### config.mk
export PLATFORM = sky130hd
export DESIGN_NAME = spi_pwm_ctrl
export DESIGN_NICKNAME = d
export VERILOG_FILES = /design/src/rtl/spi_pwm_ctrl.sv
export SDC_FILE = /design/constraint.sdc
export NUM_CORES = 1
export LEC_CHECK = 0
export ABC_AREA = 0
export CAP_MARGIN = 20
export CELL_PAD_IN_SITES_DETAIL_PLACEMENT = 1
export CELL_PAD_IN_SITES_GLOBAL_PLACEMENT = 2
export CORE_AREA = 2 2 116 118
export CTS_CLUSTER_DIAMETER = 30
export DETAILED_ROUTE_END_ITERATION = 10
export DIE_AREA = 0 0 118 120
export GPL_TIMING_DRIVEN = 0
export PLACE_DENSITY = 0.84
export SYNTH_ARGS = -nofsm -noshare
export SYNTH_HDL_FRONTEND = slang
export SYNTH_SLANG_ARGS = --single-unit
### constraint.sdc
create_clock -name i_clk -period 1.7 [get_ports i_clk]
set_input_delay 0.51 -clock i_clk [delete_from_list [all_inputs] [get_ports i_clk]]
set_output_delay 0.51 -clock i_clk [all_outputs]
set_load 0.05 [all_outputs]
### src/rtl/spi_pwm_ctrl.sv
// spi_pwm_ctrl
// SPI-slave (mode 0, MSB first) controlled single-channel PWM generator.
// A host writes 16-bit period/duty values with three-byte commands
// (command, data high, data low). Each byte may arrive in its own chip-select
// frame. Written values land in shadow registers. The PWM counter adopts them
// only at a period boundary, so the output never glitches mid-period.
module spi_pwm_ctrl #(
   parameter int         CNT_W       = 16,
   parameter logic [7:0] CMD_PERIOD  = 8'h08,
   parameter logic [7:0] CMD_DUTY    = 8'h09,
   parameter int         SYNC_STAGES = 2
) (
   input  logic i_clk,
   input  logic i_rst_n,
   input  logic i_spi_mosi,
   input  logic i_spi_clk,
   input  logic i_spi_cs,
   output logic o_pwm
);

   // Byte position inside a three-byte command.
   typedef enum logic [1:0] {
      PH_CMD = 2'd0,
      PH_HI  = 2'd1,
      PH_LO  = 2'd2
   } phase_t;

   localparam logic [CNT_W-1:0] CNT_ZERO = {CNT_W{1'b0}};
   localparam logic [CNT_W-1:0] CNT_ONE  = {{(CNT_W-1){1'b0}}, 1'b1};
   localparam logic [CNT_W-1:0] CNT_MAX  = {CNT_W{1'b1}};

   // ---------------------------------------------------------------
   // SPI pin synchronisers and edge detection
   // ---------------------------------------------------------------
   logic [SYNC_STAGES-1:0] sck_sync_r;
   logic [SYNC_STAGES-1:0] mosi_sync_r;
   logic [SYNC_STAGES-1:0] cs_sync_r;
   logic                   sck_prev_r;

   logic sck_s;
   logic mosi_s;
   logic cs_s;
   logic sck_rise_s;

   // ---------------------------------------------------------------
   // Byte assembly
   // ---------------------------------------------------------------
   logic [2:0] bit_cnt_r;
   logic [7:0] shift_r;
   logic       byte_valid_r;

   // ---------------------------------------------------------------
   // Command decoding and shadow registers
   // ---------------------------------------------------------------
   phase_t           phase_r;
   logic [7:0]       cmd_r;
   logic [7:0]       data_hi_r;
   logic [15:0]      data_word_s;
   logic [CNT_W-1:0] period_shadow_r;
   logic [CNT_W-1:0] duty_shadow_r;

   // ---------------------------------------------------------------
   // PWM engine
   // ---------------------------------------------------------------
   logic [CNT_W-1:0] period_active_r;
   logic [CNT_W-1:0] duty_active_r;
   logic [CNT_W-1:0] cnt_r;
   logic             pwm_r;

   // Bring SCK, MOSI and CS into the i_clk domain. Keep the previous synced
   // SCK so that its rising edge can be detected.
   always_ff @(posedge i_clk or negedge i_rst_n) begin
      if (!i_rst_n) begin
         sck_sync_r  <= {SYNC_STAGES{1'b0}};
         mosi_sync_r <= {SYNC_STAGES{1'b0}};
         cs_sync_r   <= {SYNC_STAGES{1'b1}};
         sck_prev_r  <= 1'b0;
      end else begin
         sck_sync_r  <= {sck_sync_r[SYNC_STAGES-2:0], i_spi_clk};
         mosi_sync_r <= {mosi_sync_r[SYNC_STAGES-2:0], i_spi_mosi};
         cs_sync_r   <= {cs_sync_r[SYNC_STAGES-2:0], i_spi_cs};
         sck_prev_r  <= sck_s;
      end
   end

   assign sck_s  = sck_sync_r[SYNC_STAGES-1];
   assign mosi_s = mosi_sync_r[SYNC_STAGES-1];
   assign cs_s   = cs_sync_r[SYNC_STAGES-1];

   // An SCK edge counts only while the slave is selected. All three pins see
   // the same synchroniser delay, so their relative timing is preserved.
   assign sck_rise_s = sck_s & ~sck_prev_r & ~cs_s;

   // Shift in MOSI on each qualified SCK rise. The bit counter wraps to 0 on
   // the eighth bit, and byte_valid fires on the next clock while shift_r
   // holds the finished byte. Deselecting discards a partial byte by
   // restarting the bit count. Leftover bits in shift_r are shifted out by
   // the next full byte.
   always_ff @(posedge i_clk or negedge i_rst_n) begin
      if (!i_rst_n) begin
         bit_cnt_r    <= 3'd0;
         shift_r      <= 8'h00;
         byte_valid_r <= 1'b0;
      end else begin
         byte_valid_r <= 1'b0;
         if (cs_s) begin
            bit_cnt_r <= 3'd0;
         end else if (sck_rise_s) begin
            shift_r   <= {shift_r[6:0], mosi_s};
            bit_cnt_r <= bit_cnt_r + 3'd1;
            if (bit_cnt_r == 3'd7) begin
               byte_valid_r <= 1'b1;
            end else begin
               byte_valid_r <= 1'b0;
            end
         end else begin
            bit_cnt_r <= bit_cnt_r;
         end
      end
   end

   assign data_word_s = {data_hi_r, shift_r};

   // Byte-phase FSM. It walks CMD -> HI -> LO on every received byte. The
   // phase ignores chip select, so a command may be split across frames or
   // left pending indefinitely. Unknown commands still consume both data
   // bytes, which keeps the stream aligned.
   always_ff @(posedge i_clk or negedge i_rst_n) begin
      if (!i_rst_n) begin
         phase_r         <= PH_CMD;
         cmd_r           <= 8'h00;
         data_hi_r       <= 8'h00;
         period_shadow_r <= CNT_MAX;
         duty_shadow_r   <= CNT_ZERO;
      end else if (byte_valid_r) begin
         case (phase_r)
            PH_CMD: begin
               cmd_r   <= shift_r;
               phase_r <= PH_HI;
            end
            PH_HI: begin
               data_hi_r <= shift_r;
               phase_r   <= PH_LO;
            end
            PH_LO: begin
               if (cmd_r == CMD_PERIOD) begin
                  period_shadow_r <= CNT_W'(data_word_s);
               end else if (cmd_r == CMD_DUTY) begin
                  duty_shadow_r <= CNT_W'(data_word_s);
               end else begin
                  period_shadow_r <= period_shadow_r;
               end
               phase_r <= PH_CMD;
            end
            default: begin
               phase_r <= PH_CMD;
            end
         endcase
      end else begin
         phase_r <= phase_r;
      end
   end

   // The PWM counter runs 0..period_active inclusive. At the last count it
   // wraps and takes the shadow values, so a shadow write in that same cycle
   // is only picked up at the following boundary. A zero period reloads every
   // cycle. The output is registered from (cnt < duty). This gives a steady 0
   // for zero duty and a steady 1 when duty exceeds the period.
   always_ff @(posedge i_clk or negedge i_rst_n) begin
      if (!i_rst_n) begin
         cnt_r           <= CNT_ZERO;
         period_active_r <= CNT_MAX;
         duty_active_r   <= CNT_ZERO;
         pwm_r           <= 1'b0;
      end else begin
         if (cnt_r == period_active_r) begin
            cnt_r           <= CNT_ZERO;
            period_active_r <= period_shadow_r;
            duty_active_r   <= duty_shadow_r;
         end else begin
            cnt_r <= cnt_r + CNT_ONE;
         end
         pwm_r <= (cnt_r < duty_active_r);
      end
   end

   assign o_pwm = pwm_r;

endmodule

==> results of run 1 <==
## through the flow
step | util (%) | cell area [um^2] | setup TNS [ns]
after floorplan | - | 5069 | -4.448
after global placement | 41.13 | 5339 | -486.62
after detailed placement | 41.35 | 5368 | -30.64
after CTS | 49.20 | 6386 | -11.11
after global routing | 49.91 | 6479 | -19.43
final | 49.91 | 6479 | -14.14
## synthesized netlist by cell type, drive strengths merged, types with 3 or more instances
library cell	number
ha	18
mux2	72
nor4	4
clkbuf	5
buf	8
o21ai	22
inv	19
dfstp	34
dfrtp	84
nor2	24
a21oi	7
xnor2	21
nor3	3
nand4	9
nand3	6
nand2	26
a21o	3
xor2	8
## power groups by stage
stage                     Combinational [mW]  Clock, mW  Sequential, mW
after floorplan                       0.0859          0            3.02
after global placement                 0.151          0            3.11
after detailed placement               0.169          0            3.12
after CTS                              0.176       3.72            3.07
after global routing                   0.195       3.87            3.10
final                                  0.171       3.65            3.08
## kinds of logic (layout without fill, tap and decap cells)
group	Yosys count	after routing	share of synthesized area, %
flip-flops	118	118	59.33
multiplexers	74	74	16.46
AND/OR/NAND/NOR	83	83	8.079
adder cells (fa/ha/maj)	18	18	4.461
XOR/XNOR	29	29	5.031
buffers and inverters	32	92	2.999
AO/OA/AOI/OAI	34	34	3.643
## metal layers
layer  routed length [um]  global-route usage, %  vias up
met5                    0                      0        -
met4                  409                  8.660        0
met3                  348                  4.990       30
met2                 6195                  31.25       49
met1                 5045                  21.84     1601
li1                     -                      -     1437
## how the worst max path moves through the flow
stage                                   start             endpoint  slack (ns)
after floorplan           period_active_r[10]  period_active_r[10]       -0.19
after global placement                i_rst_n        sck_sync_r[0]       -4.30
after detailed placement             cnt_r[8]    duty_active_r[15]       -0.61
after CTS                 period_active_r[10]  period_active_r[11]       -0.23
after global routing      period_active_r[10]  period_active_r[11]       -0.31
final                     period_active_r[10]  period_active_r[11]       -0.26
## registers in the layout, summed over array words and instances (netlist names), 3 cells and up
signal and count:
period_shadow_r 16, bit_cnt_r 3, period_active_r 16, cnt_r 16, cmd_r 8, data_hi_r 8
shift_r 8, duty_shadow_r 16, duty_active_r 16
## cell type report
cell class	count	area, um^2	share of cell area, %
Sequential cell	118	3000	46.31
Multi-Input combinational cell	238	2102	32.45
Clock buffer	23	498.0	7.686
Timing Repair Buffer	28	339.1	5.234
Tap cell	176	220.2	3.399
Buffer	13	131.4	2.028
Clock inverter	9	116.4	1.796
Inverter	19	71.32	1.101
## worst reg2reg max path, stage by stage (launching register included)
cell and delay [ns]:
dfstp_2 0.57, xnor2_2 0.14, nand4_1 0.18, nor4_4 0.33, buf_6 0.18, buf_12 0.15
mux2_2 0.34
## cells in the final DEF, fill, tap and decap left out, drive strengths merged, types with 2 or more instances in the layout
cell type      instances
dfrtp                 84
mux2                  72
dfstp                 34
buf                   31
clkbuf                28
nand2                 26
nor2                  24
o21ai                 22
xnor2                 21
inv                   20
ha                    18
nand4                  9
xor2                   8
a21oi                  7
nand3                  6
clkinvlp               4
nor4                   4
a21o                   3
clkdlybuf4s50          3
nor3                   3
or2                    2
or3                    2
nand2b                 2
mux2i                  2
bufinv                 2
clkinv                 2
and3                   2
## timing repair
item / 4_1_cts / 5_1_grt
hold buffers: 1 / 0
cloned: 4 / 0
hold endpoints to repair: 21 / 0
resized for setup: 56 / 14
setup endpoints to repair: 90 / 88
pin swaps: 7 / 10
buffers inserted: 15 / 2
==> results.yml, run 1 <==
setup_path:
  critical_path_class: "reg2reg"
  crit_path_max_fanout: 10
  r2r_cells: 6
  cpLargestDelayFamily: "flip-flops"
  end_kind: "flip-flop"
  worstPathCellList: "xnor2_2 -> nand4_1 -> nor4_4 -> buf_6 -> buf_12 -> mux2_2"
  crit_cells: 6
  cp_num_buf_inv: 2
  cp.required_ns: 2.04
  cp-start-kind: "flip-flop"
  cp.arrival_ns: 2.31
  slowest_stage: "dfstp_2"
  slowest_delay_ns: 0.57
  ff2ff_setup_slack_ns: -0.26
  reg2reg_from: "period_active_r[10]"
  r2r_end: "period_active_r[11]"
layout:
  drive_above_1_share_pct: 43.30
  nNetsFinal: 458
  fillCellCount: 1323
  antenna_cells: 0
  area_growth_pct: 28.33
  finalNonFillerCells: 624
global_route:
  grt_max_degree: 88
  antenna_found_initial: 0
  grt_first_pass_wirelength_um: 19330
  grt_pass1_vias: 3487
  grt-ovfl-total: 0
  grt_usage_pct: 18.43
clocking:
  cts_buffers: 17
  cts-root-buf: "clkbuf_16"
  clockBufferDepth: 2
  cts_htree_levels: 4
  clk_pin_slew_ns: 0.06
  clock_sink_count: 118
  cts_tree: "done"
  clk_latency_ns: 0.42
drt:
  routed_via_density: 4.995
  drtIter0Drc: 152
  antenna_left: 0
  wl_um: 12000
  drc: 0
  first_pass_iters: 4
  num_vias: 3117
  routedWlPerCell_um: 19.23
synth:
  syn_inst: 388
  netlist_area_mm2: 0.005049
  yosys-top-cells-area: "dfrtp_1, dfstp_2, mux2_2"
  synth_edf_count: 0
  syn_avg_cell_area_um2: 13.01
  syn-num-nets: 411
  ys_types: 34
  synth_top_area_share_pct: 41.64
  yosysSeqAreaShare_pct: 59.33
  synth_area_leader_cell: "dfrtp_1"
  synth_ff_type: "dfrtp_1"
  yosysWarnings: 0
  async_reset_ff_share_pct: 100.0
  synth_seq_cells: 118
outcome:
  status: "finished with violations"
  failed_checks: "negative setup slack"
placed_design:
  hpwl_um: 7140
  gp_routability_congestion: 0.7145
  dp_cells: 570
  io_buffer_count: 5
  pre_cts_ws_ns: -0.6092
power_and_ir_drop:
  power_leakage_nw: 2.888
  p_comb_share_pct: 2.5
  power.share.clock_pct: 52.9
  seq_power_share_pct: 44.7
  p_int_mw: 5.349
  ir_worst_vdd_mv: 0.7172
  switchingPower_mw: 1.550
  swShare_pct: 22.47
  powerDensity_mw_per_mm2: 1065
  total_power_mw: 6.899
hold_path:
  holdPathStages: 0
  hold_end: "mosi_sync_r[1]"
  min_from: "mosi_sync_r[0]"
  hold_path_class: "reg2reg"
floorplan:
  rows: 42
  ios: 6
  core_area_mm2: 0.01298
  die_h_um: 120
  initial_core_util_pct: 38.90
  dieArea_mm2: 0.01416
  die_w_um: 118
run:
  maxCapViolations: 0
sta:
  slew_headroom_pct: 65.76
  setup_viol: 80
  worst_slew_pin_slew_ns: 0.5122
  rsz0062_at_grt: "true"
  final-max-slew-violation-count: 0
  worst_clock_skew_ns: 0.006944
  min_period_ns: 1.962
  whs_ns: 0.3479
  final_hold_viol_count: 0
  fin_crit_sh_pct: 115.4
  fmax_mhz: 509.6
  finalWorstSetupSlack_ns: -0.2622
Power figures use the tool's default switching activity.
==> inputs of run 2 (changes only) <==
--- a/config.mk
+++ b/config.mk
@@ -15,6 +15,7 @@
 export DIE_AREA = 0 0 118 120
 export GPL_TIMING_DRIVEN = 0
 export PLACE_DENSITY = 0.84
+export RECOVER_POWER = 100
 export SYNTH_ARGS = -nofsm -noshare
 export SYNTH_HDL_FRONTEND = slang
 export SYNTH_SLANG_ARGS = --single-unit
==> run 2 against run 1 <==
  * The flow still finishes with violations (negative setup slack)
  * Fmax fell by 0.26%
  * Die area did not move
  * Final cell count did not move
  * Critical path depth did not move
  * Clock power barely moved
  * First-iteration DRC count rose by 4.6%
  * Global-route usage did not move
  * Critical path type unchanged
  * Highest routed layer unchanged
==> results.yml, run 2 (synthesized netlist as in run 1, its figures left out) <==
outcome:
  status: "finished with violations"
  failed_checks: "negative setup slack"
drt:
  drtIter0Drc: 159
  num_vias: 3115
  drc: 0
  routedWlPerCell_um: 19.20
  antenna_left: 0
  routed_via_density: 4.992
  wl_um: 11980
  first_pass_iters: 4
setup_path:
  cpLargestDelayFamily: "flip-flops"
  ff2ff_setup_slack_ns: -0.27
  cp-start-kind: "flip-flop"
  slowest_delay_ns: 0.57
  critical_path_class: "reg2reg"
  slowest_stage: "dfstp_2"
  r2r_end: "period_active_r[11]"
  cp_num_buf_inv: 2
  r2r_cells: 6
  worstPathCellList: "xnor2_2 -> nand4_1 -> nor4_4 -> buf_6 -> buf_12 -> mux2_2"
  end_kind: "flip-flop"
  reg2reg_from: "period_active_r[10]"
  cp.required_ns: 2.04
  crit_path_max_fanout: 10
  crit_start: "period_active_r[10]"
  cp.arrival_ns: 2.31
sta:
  fin_crit_sh_pct: 115.7
  finalSetupTns_ns: -14.45
  setup_viol: 88
  final_hold_viol_count: 0
  worst_slew_pin_slew_ns: 0.8587
  whs_ns: 0.3479
  worst_clock_skew_ns: 0.007900
  slew_headroom_pct: 42.75
  final-max-slew-violation-count: 0
  rsz0062_at_grt: "true"
  min_period_ns: 1.967
  fmax_mhz: 508.3
  finalWorstSetupSlack_ns: -0.2674
power_and_ir_drop:
  switchingPower_mw: 1.548
  p_int_mw: 5.347
  p_comb_share_pct: 2.4
  total_power_mw: 6.894
  swShare_pct: 22.45
  power.share.clock_pct: 52.9
  power_leakage_nw: 2.888
  seq_power_share_pct: 44.7
  ir_worst_vdd_mv: 0.7156
  powerDensity_mw_per_mm2: 1067
layout:
  area_growth_pct: 27.96
  stdcell_area_mm2: 0.006460
  layout_common_cells: "dfrtp_1, mux2_2, dfstp_2"
  fillCellCount: 1326
  seq_area_mm2: 0.003000
  antenna_cells: 0
  multi_input_area_mm2: 0.002093
  utilization_pct: 49.77
  nNetsFinal: 458
  drive_above_1_share_pct: 42.86
  layout.cells.most_common: "dfrtp_1"
clocking:
  clk_pin_slew_ns: 0.06
  cts_htree_levels: 4
  clockBufferDepth: 2
  clk_latency_ns: 0.42
  cts-root-buf: "clkbuf_16"
  cts_tree: "done"
  cts_buffers: 17
  clock_sink_count: 118
floorplan:
  die_w_um: 118
  initial_core_util_pct: 38.90
  dieArea_mm2: 0.01416
  core_area_mm2: 0.01298
  die_h_um: 120
  ios: 6
  rows: 42
hold_path:
  min_from: "mosi_sync_r[0]"
  hold_end: "mosi_sync_r[1]"
  hold_path_class: "reg2reg"
  holdPathStages: 0
placed_design:
  hpwl_um: 7140
  dpl_cell_area_mm2: 0.005368
  io_buffer_count: 5
  gp_routability_congestion: 0.7145
global_route:
  grt-ovfl-total: 0
  grt_max_degree: 88
  grt_first_pass_wirelength_um: 19330
  grt_pass1_vias: 3487
  antenna_found_initial: 0
  grt_usage_pct: 18.43
run:
  maxCapViolations: 0
## run 2: cell count changes in the layout (fill, tap and decap cells not counted), sizes merged
cell,change
clkdlybuf4s50,-3
dlygate4sd3,+3
clkbuf,+2
buf,-2
## run 2: stage by stage
stage                     cells  setup WS, ns
final                       624       -0.2674
after global routing        624       -0.3143
after global placement      569        -4.300
after CTS                   622       -0.2318
after floorplan             388       -0.1879
after detailed placement    570       -0.6092
## run 2: final cells by class
cell class                      count  share of cell area, %
Multi-Input combinational cell    238                  32.40
Sequential cell                   118                  46.45
Buffer                             13                  2.034
Clock inverter                      9                  1.801
Tap cell                          176                  3.409
Inverter                           19                  1.104
Clock buffer                       23                  7.709
Timing Repair Buffer               28                  5.094
## run 2: what timing repair did
item | CTS | global route
pin swaps | 7 | 10
buffers inserted | 15 | 2
endpoints found under the setup margin | 90 | 88
gates cloned | 4 | 0
hold buffers | 1 | 0
gates resized for setup | 56 | 14
endpoints found under the hold margin | 21 | 0
## run 2: layer usage
| layer | vias up | track usage (%) | share of wire, % |
|---|---|---|---|
| met3 | 30 | 4.990 | 2.9 |
| met4 | 0 | 8.660 | 3.4 |
| met5 | - | 0 | 0 |
| li1 | 1434 | - | - |
| met2 | 49 | 31.25 | 52 |
| met1 | 1602 | 21.84 | 42 |
## run 2: how the worst max path moves through the flow
stage | endpoint | slack, ns | depth (start not counted)
finish | period_active_r[11] | -0.27 | 6
global route | period_active_r[11] | -0.31 | 6
CTS | period_active_r[11] | -0.23 | 6
detailed placement | duty_active_r[15] | -0.61 | 6
global placement | sck_sync_r[0] | -4.30 | 1
floorplan | period_active_r[10] | -0.19 | 5
## run 2: power by group through the flow
stage               registers (mW)  clock network, mW  logic, mW
floorplan                     3.02                  0     0.0859
global placement              3.11                  0      0.151
detailed placement            3.12                  0      0.169
CTS                           3.07               3.72      0.176
global route                  3.10               3.87      0.191
finish                        3.08               3.65      0.167
==> inputs of run 3 (changes only) <==
--- a/config.mk
+++ b/config.mk
@@ -6,6 +6,7 @@
 export NUM_CORES = 1
 export LEC_CHECK = 0
 export ABC_AREA = 0
+export ABC_CLOCK_PERIOD_IN_PS = 1700
 export CAP_MARGIN = 20
 export CELL_PAD_IN_SITES_DETAIL_PLACEMENT = 1
 export CELL_PAD_IN_SITES_GLOBAL_PLACEMENT = 2
==> results of run 3 <==
The final DEF is identical to that of run 2; final timing and power are the same.
